## config.mk

```make
export PLATFORM = sky130hd
export DESIGN_NAME = dog_frame_sched
export DESIGN_NICKNAME = d
export VERILOG_FILES = /design/src/rtl/dog_frame_sched.sv
export SDC_FILE = /design/constraint.sdc
export NUM_CORES = 1
export LEC_CHECK = 0
export CORE_ASPECT_RATIO = 0.8
export CORE_MARGIN = 8
export CORE_UTILIZATION = 45
export CTS_BUF_LIST = sky130_fd_sc_hd__clkbuf_8 sky130_fd_sc_hd__clkbuf_16
export DETAILED_ROUTE_END_ITERATION = 7
export PLACE_DENSITY = 0.71
export SYNTH_ARGS = -nofsm -noshare
export SYNTH_HDL_FRONTEND = slang
export SYNTH_SLANG_ARGS = --single-unit
```

## constraint.sdc

```tcl
create_clock -name clk -period 2.8 [get_ports clk]
set_clock_uncertainty 0.1 [all_clocks]
set_input_delay 0.56 -clock clk [delete_from_list [all_inputs] [get_ports clk]]
set_output_delay 0.56 -clock clk [all_outputs]
set_load 0.05 [all_outputs]
```

## src/rtl/dog_frame_sched.sv

```systemverilog
// Ping-pong frame scheduler for the DoG read path: tracks two frame slots,
// launches the two-pass read sweep when a slot is full and frees it after drain.
module dog_frame_sched #(
    parameter int ROW_LEN  = 262,
    parameter int ROWS     = 512,
    parameter int PIPE_LAT = 4
) (
    input  logic       clk,
    input  logic       rst,
    input  logic       frame_in_done,
    input  logic       abort,
    output logic       frame_in_ready,
    output logic       wr_bank,
    output logic       rd_start,
    output logic       rd_bank,
    output logic       rd_pass,
    output logic [9:0] rd_row,
    output logic [8:0] rd_col,
    output logic       busy,
    output logic       frame_done,
    output logic [1:0] slot_full,
    output logic       overrun
);

    localparam logic [9:0] ROW_LAST   = 10'(ROWS - 1);
    localparam logic [9:0] ROW_HALF   = 10'(ROWS / 2);
    localparam logic [8:0] COL_LAST   = 9'(ROW_LEN - 1);
    localparam logic [3:0] DRAIN_LAST = 4'(PIPE_LAT - 1);

    typedef enum logic [2:0] {
        S_IDLE,
        S_START,
        S_SWEEP,
        S_DRAIN,
        S_DONE
    } state_t;

    state_t     state;
    logic [3:0] drain_cnt;
    logic [1:0] slot_clr;
    logic [1:0] slot_set;
    logic       accept;

    // A slot being freed this cycle may be refilled in the same cycle.
    assign frame_in_ready = !slot_full[wr_bank] || (state == S_DONE && rd_bank == wr_bank);
    assign accept         = frame_in_done && frame_in_ready;

    assign rd_start   = (state == S_START);
    assign frame_done = (state == S_DONE);
    assign busy       = (state != S_IDLE);
    assign rd_pass    = (rd_row >= ROW_HALF);

    // NOTE: every signal written here gets a default first, so no path leaves it unassigned (no latch).
    always_comb begin
        slot_clr = '0;
        slot_set = '0;
        if (state == S_DONE) slot_clr[rd_bank] = 1'b1;
        if (accept)          slot_set[wr_bank] = 1'b1;
    end

    // NOTE: state uses non-blocking assignments so every register sees pre-edge values.
    always_ff @(posedge clk) begin
        if (rst) begin
            state     <= S_IDLE;
            wr_bank   <= 1'b0;
            rd_bank   <= 1'b0;
            slot_full <= '0;
            rd_row    <= '0;
            rd_col    <= '0;
            drain_cnt <= '0;
            overrun   <= 1'b0;
        end else if (abort) begin
            state     <= S_IDLE;
            wr_bank   <= 1'b0;
            rd_bank   <= 1'b0;
            slot_full <= '0;
            rd_row    <= '0;
            rd_col    <= '0;
            drain_cnt <= '0;
        end else begin
            // Clear before set: a refill in the DONE cycle leaves the slot full.
            slot_full <= (slot_full & ~slot_clr) | slot_set;
            if (accept)             wr_bank <= ~wr_bank;
            else if (frame_in_done) overrun <= 1'b1;

            case (state)
                S_IDLE: begin
                    if (slot_full[rd_bank]) state <= S_START;
                end
                S_START: begin
                    rd_row <= '0;
                    rd_col <= '0;
                    state  <= S_SWEEP;
                end
                S_SWEEP: begin
                    if (rd_col == COL_LAST) begin
                        rd_col <= '0;
                        if (rd_row == ROW_LAST) begin
                            rd_row    <= '0;
                            drain_cnt <= '0;
                            state     <= S_DRAIN;
                        end else begin
                            rd_row <= rd_row + 10'd1;
                        end
                    end else begin
                        rd_col <= rd_col + 9'd1;
                    end
                end
                S_DRAIN: begin
                    if (drain_cnt == DRAIN_LAST) state <= S_DONE;
                    else                         drain_cnt <= drain_cnt + 4'd1;
                end
                S_DONE: begin
                    rd_bank <= ~rd_bank;
                    state   <= S_IDLE;
                end
                default: state <= S_IDLE;
            endcase
        end
    end

endmodule

```

Yosys cells after proc, flatten, opt, wreduce, memory -nomap -nowiden:

Index checks and enable logic that the tools add are counted.

* input port bits: 4
* RAM bits: 0
* register bits after elaboration: 31
* word-level logic and storage cells: 75
* memory bits (read-only): 0
* bits in latches: 0
* memories kept: 0

* multiply operators: 0
* $lt $le $gt $ge: 5
* equality and inequality tests: 13
* reductions and logical operators: 15
* mux-type cells: 24
* bitwise logic cells: 7
* div/mod/pow operators: 0
* shift-type cells: 0
* add/subtract/negate cells: 3

Operators by type and width (number)
* 10-bit 2-to-1 mux: 2
* 10-bit one-hot mux with 2 select lines: 1
* 9-bit one-hot mux with 2 select lines: 1
* 3-bit 2-to-1 mux: 4
* 4-bit 2-to-1 mux: 3
* 3-bit one-hot mux with 4 select lines: 1
* 10-bit by 1-bit adder with 10-bit output, second input constant: 1
* 10-bit by 9-bit == test with 1-bit output, second input constant: 1
* 10-bit by 9-bit greater-or-equal comparator with 1-bit output, second input constant: 1
* 2-bit != test, second input constant: 5
* 9-bit by 1-bit adder with 9-bit output, second input constant: 1
* 9-bit == test, second input constant: 1
* 9-bit 2-to-1 mux: 1
* 4-bit one-hot mux with 2 select lines: 1
* 4-bit AND reduction: 2
* 3-bit by 2-bit == test with 1-bit output, second input constant: 2
* 1-bit 2-to-1 mux: 6
* 4-bit by 1-bit adder with 4-bit output, second input constant: 1
* 4-bit by 2-bit == test with 1-bit output, second input constant: 1
* 1-bit logical AND: 4
* 1-bit by 2-bit < comparator with 1-bit output, second input constant: 2
* 2-bit 2-to-1 mux: 2
* 1-bit NOT: 4
* 2-bit nonzero test: 2
* 15 further kinds: 17

Logic depth before layout (Yosys ltp):

* depth in word-level cells: 8
* gate-level depth with buffers: 8
* gate-level depth less buffers: 6

Worst setup path after synthesis:

No wires, ideal clock.

* path kind: register to register
* start point: register rd_col[0]
* end point: register rd_row[3]
* path buffers: 1
* data arrival time: 2.137 ns
* cell stages (with the launch flop): 7
* slack: 0.483 ns
* clock period less this slack: 2.317 ns
* path through: dfxtp_1 ha_1 and4bb_1 a21oi_2 buf_6 or4_1 a211oi_2

* longest elaborated chain between the ends: 3

Ends and longest elaborated chain
* from (decl): line 18 `output logic [8:0] rd_col,`
* from (signal assigned): line 106 `rd_col <= rd_col + 9'd1;`
* 9-bit == test: line 96 `if (rd_col == COL_LAST) begin`
* 2-bit != test (no source line)
* 2-bit AND reduction (no source line)
* to (signal assigned): line 103 `rd_row <= rd_row + 10'd1;`
* to (decl): line 17 `output logic [9:0] rd_row,`

No other way between the ends.
A chain may end at the register's enable or synchronous reset.

Final worst setup path:

* start point: register state[2]
* end point: output frame_in_ready

* longest elaborated chain between the ends: 3

Ends and longest elaborated chain
* from (decl): line 38 `state_t state;`
* from (signal assigned): line 64 `state <= S_IDLE;`
* from (signal assigned): line 73 `state <= S_IDLE;`
* from (signal assigned): line 88 `if (slot_full[rd_bank]) state <= S_START;`
* 3-bit == test: line 45 `assign frame_in_ready = !slot_full[wr_bank] || (state == S_DONE && rd_bank == wr_bank);`
* 1-bit logical AND: line 45
* 1-bit logical OR: line 45
* to (decl): line 12 `output logic frame_in_ready,`

No other way between the ends.

==> impl_metrics.ini <==
[outcome]
status = finished, final reports clean

[synthesis]
synth_area_per_cell_um2 = 9.124
synth_seq_cells = 31
synth_warnings = 0
yosys.area.top_type = dfxtp_1
async_flop_share = 0
synth_cells = 188
seq_area_frac_synth = 0.3618
syn_nets = 196
synth.area.top_cells = dfxtp_1, o31ai_1, nand2_1
synth-main-ff-cell = dfxtp_1
synth_cell_type_count = 50
netlist_area_mm2 = 0.001715
synth_edf_count = 0
synth_top_area_frac = 0.3618

[critical_path]
crit_fanout = 12
crit_slowest_cell = dfxtp_1
critPathMaxStageDelay_ps = 550
required_ps = 2140
criticalPathCategory = reg -> out
arrival_ps = 2010
crit_chain = or3b_1 > o21ai_0 > mux2_2 > buf_12
rrSetupSlack_ps = 570
crit_path_end_kind = output port
critPathLaunchType = flop

[route]
viasPerCell = 5.954
drc_errors = 0
dr.pass1.iters = 4
wl_um = 4162
initialDrtViolationCount = 128
drtAntennaViolNets = 0
wl_per_cell_um = 15.83
via_count = 1566

[placement]
place_area_mm2 = 0.002037
gp_congestion = 0.8268
place_hpwl_um = 2991
dp_cells = 255
port_buffers = 32

[die]
die_w_um = 85.03
rows = 20
core_area_mm2 = 0.003729
ios = 33
fp.dieArea_mm2 = 0.006056
die_h_um = 71.22
start_util = 0.4601

[clock_network]
cts_sinks = 31
ctsLongestPathBuffers = 2
numCtsBuffers = 5
clkLatencyLatePin_ps = 280
cts_tree = done
path_clk_slew_ps = 60
root_buffer = clkbuf_8
htree_levels = 2

[timing]
min_period_over_period = 0.9550
tns_ps = 0
maxSlewViolCount = 0
rsz0062_at_grt = no
relSlewSlack = 0.4465
setup_violations = 0
tightestPinTransition_ps = 830.2
timing.fmax_mhz = 374.0
period_minus_slack_ps = 2674
hold_viol = 0

[pwr]
total_leakage_power_nw = 0.6887
p_total_uw = 888.8
vdd_ir_drop_max_v = 0.0003035
power_density_mw_per_mm2 = 415.9

[cells_and_area]
n_antenna_cell = 0
seq_area_um2 = 620.6
nets = 226
fillerInstances = 337
syn2layout_area_growth_pct = 24.58
drive_gt1_frac = 0.1233
fin_area_mm2 = 0.002137
multiInputGateArea_mm2 = 0.001003
fin_cells = 263

[global_route]
grt_pass1_vias = 1468
grt_max_degree = 23
grt_first_pass_wirelength_um = 7072
antenna_found_initial = 0
track_usage = 0.1421
grt_overflow_total = 0

[flow_run]
maxCapViolCount = 0

[min_path]
holdCritPathClass = reg -> reg
-- metal layers --
metal | GRT usage | share of wire | vias to the layer above
met5 | 0 | 0 | -
met4 | 0.04724 | 0.011 | 0
met3 | 0.05371 | 0.049 | 6
met2 | 0.2171 | 0.44 | 21
met1 | 0.1786 | 0.50 | 764
li1 | - | - | 775
-- per-stage QoR --
| stage | util | setup WS [ps] | hold slack [ps] |
|---|---|---|---|
| after floorplan | - | 482.6 | 358.5 |
| after global placement | 0.5463 | 522.6 | 375.1 |
| after detailed placement | 0.5463 | 379.7 | 369.4 |
| after CTS | 0.5732 | 68.31 | 379.4 |
| after global routing | 0.5732 | 15.37 | 411.1 |
| final | 0.5732 | 126.0 | 377.7 |
-- power by group --
part / switching, mW / internal [mW] / leakage (nW)
clock network: 0.164 / 0.220 / 0.0557
logic: 0.0376 / 0.0202 / 0.383
registers: 0.00328 / 0.444 / 0.250
total: 0.205 / 0.684 / 0.689
-- synth_stat cells, types with 3 or more instances --
library cell and instances:
a211oi_1 5, a211oi_2 4, a21oi_1 6, a311oi_1 5
and3_1 5, and4_1 3, buf_6 4, clkbuf_1 4
dfxtp_1 31, ha_1 4, inv_1 6, nand2_1 18
nand2b_1 4, nand3_1 7, nand4_1 3, nor2_1 7
nor3_1 6, o21ai_0 9, o31ai_1 10, or3_1 4
or4_1 6, xnor2_1 4
-- final cells by class --
type / count / share of cell area
Inverter: 6 / 0.01054
Multi-Input combinational cell: 141 / 0.4696
Sequential cell: 31 / 0.2904
Clock inverter: 1 / 0.001756
Clock buffer: 7 / 0.04508
Timing Repair Buffer: 33 / 0.1569
Tap cell: 44 / 0.02576
-- final timing paths --
check                                         endpoint  depth (start not counted)                    from
worst max-delay path                    frame_in_ready                          4   state[2]$_SDFFE_PP0P_
worst min register to register    overrun$_SDFFE_PP0P_                          2    overrun$_SDFFE_PP0P_
worst min-delay path              overrun$_SDFFE_PP0P_                          2    overrun$_SDFFE_PP0P_
worst max register to register  rd_row[1]$_SDFFE_PP0P_                          6  rd_col[1]$_SDFFE_PP0P_
-- worst max-delay path: cells and delay by family, from the launching register on --
family	cells	cell delay, ps
flops	1	550
buf+inv	1	140
compound gates	1	310
simple gates	1	460
mux	1	280
-- state kept, by name (all words and copies together) (netlist names) --
register	flops
overrun	1
slot_full	2
drain_cnt	4
state	3
rd_col	9
rd_row	10
wr_bank	1
rd_bank	1
-- cells in the final DEF, fill, tap and decap left out, types with 2 or more instances in the layout --
| cell type | instances |
|---|---|
| inv_1 | 7 |
| nor3b_1 | 2 |
| buf_4 | 2 |
| a211oi_2 | 4 |
| o22ai_1 | 2 |
| a21oi_2 | 2 |
| or2_2 | 2 |
| nor2_1 | 7 |
| and3_1 | 5 |
| nand2b_1 | 4 |
| or4_1 | 6 |
| nand2_1 | 18 |
| clkdlybuf4s50_1 | 30 |
| nor3_1 | 6 |
| a311oi_1 | 5 |
| or3_1 | 4 |
| nand3_1 | 7 |
| o31ai_1 | 10 |
| o21ai_0 | 8 |
| or4_4 | 2 |
| and4_1 | 3 |
| dfxtp_1 | 31 |
| xnor2_1 | 4 |
| nand4_1 | 3 |
| clkbuf_8 | 7 |
| a21oi_1 | 6 |
| a211oi_1 | 5 |
| ha_1 | 4 |
-- kinds of logic (layout without fill, tap and decap cells) --
family,count (synthesis),count (layout),synth area share
fa+ha+maj,4,4,0.02918
mux,2,2,0.01240
compound gates,49,49,0.2123
simple gates,81,81,0.3012
xor+xnor,5,5,0.02991
buf+inv,16,47,0.05324
flops,31,31,0.3618
-- timing repair --
action                                 4_1_cts  5_1_grt
setup endpoints to repair                    0        1
hold buffers                                 0        0
gates resized for setup                      0        1
buffers inserted                             0        0
endpoints found under the hold margin        0        0
Power figures use the tool's default switching activity.
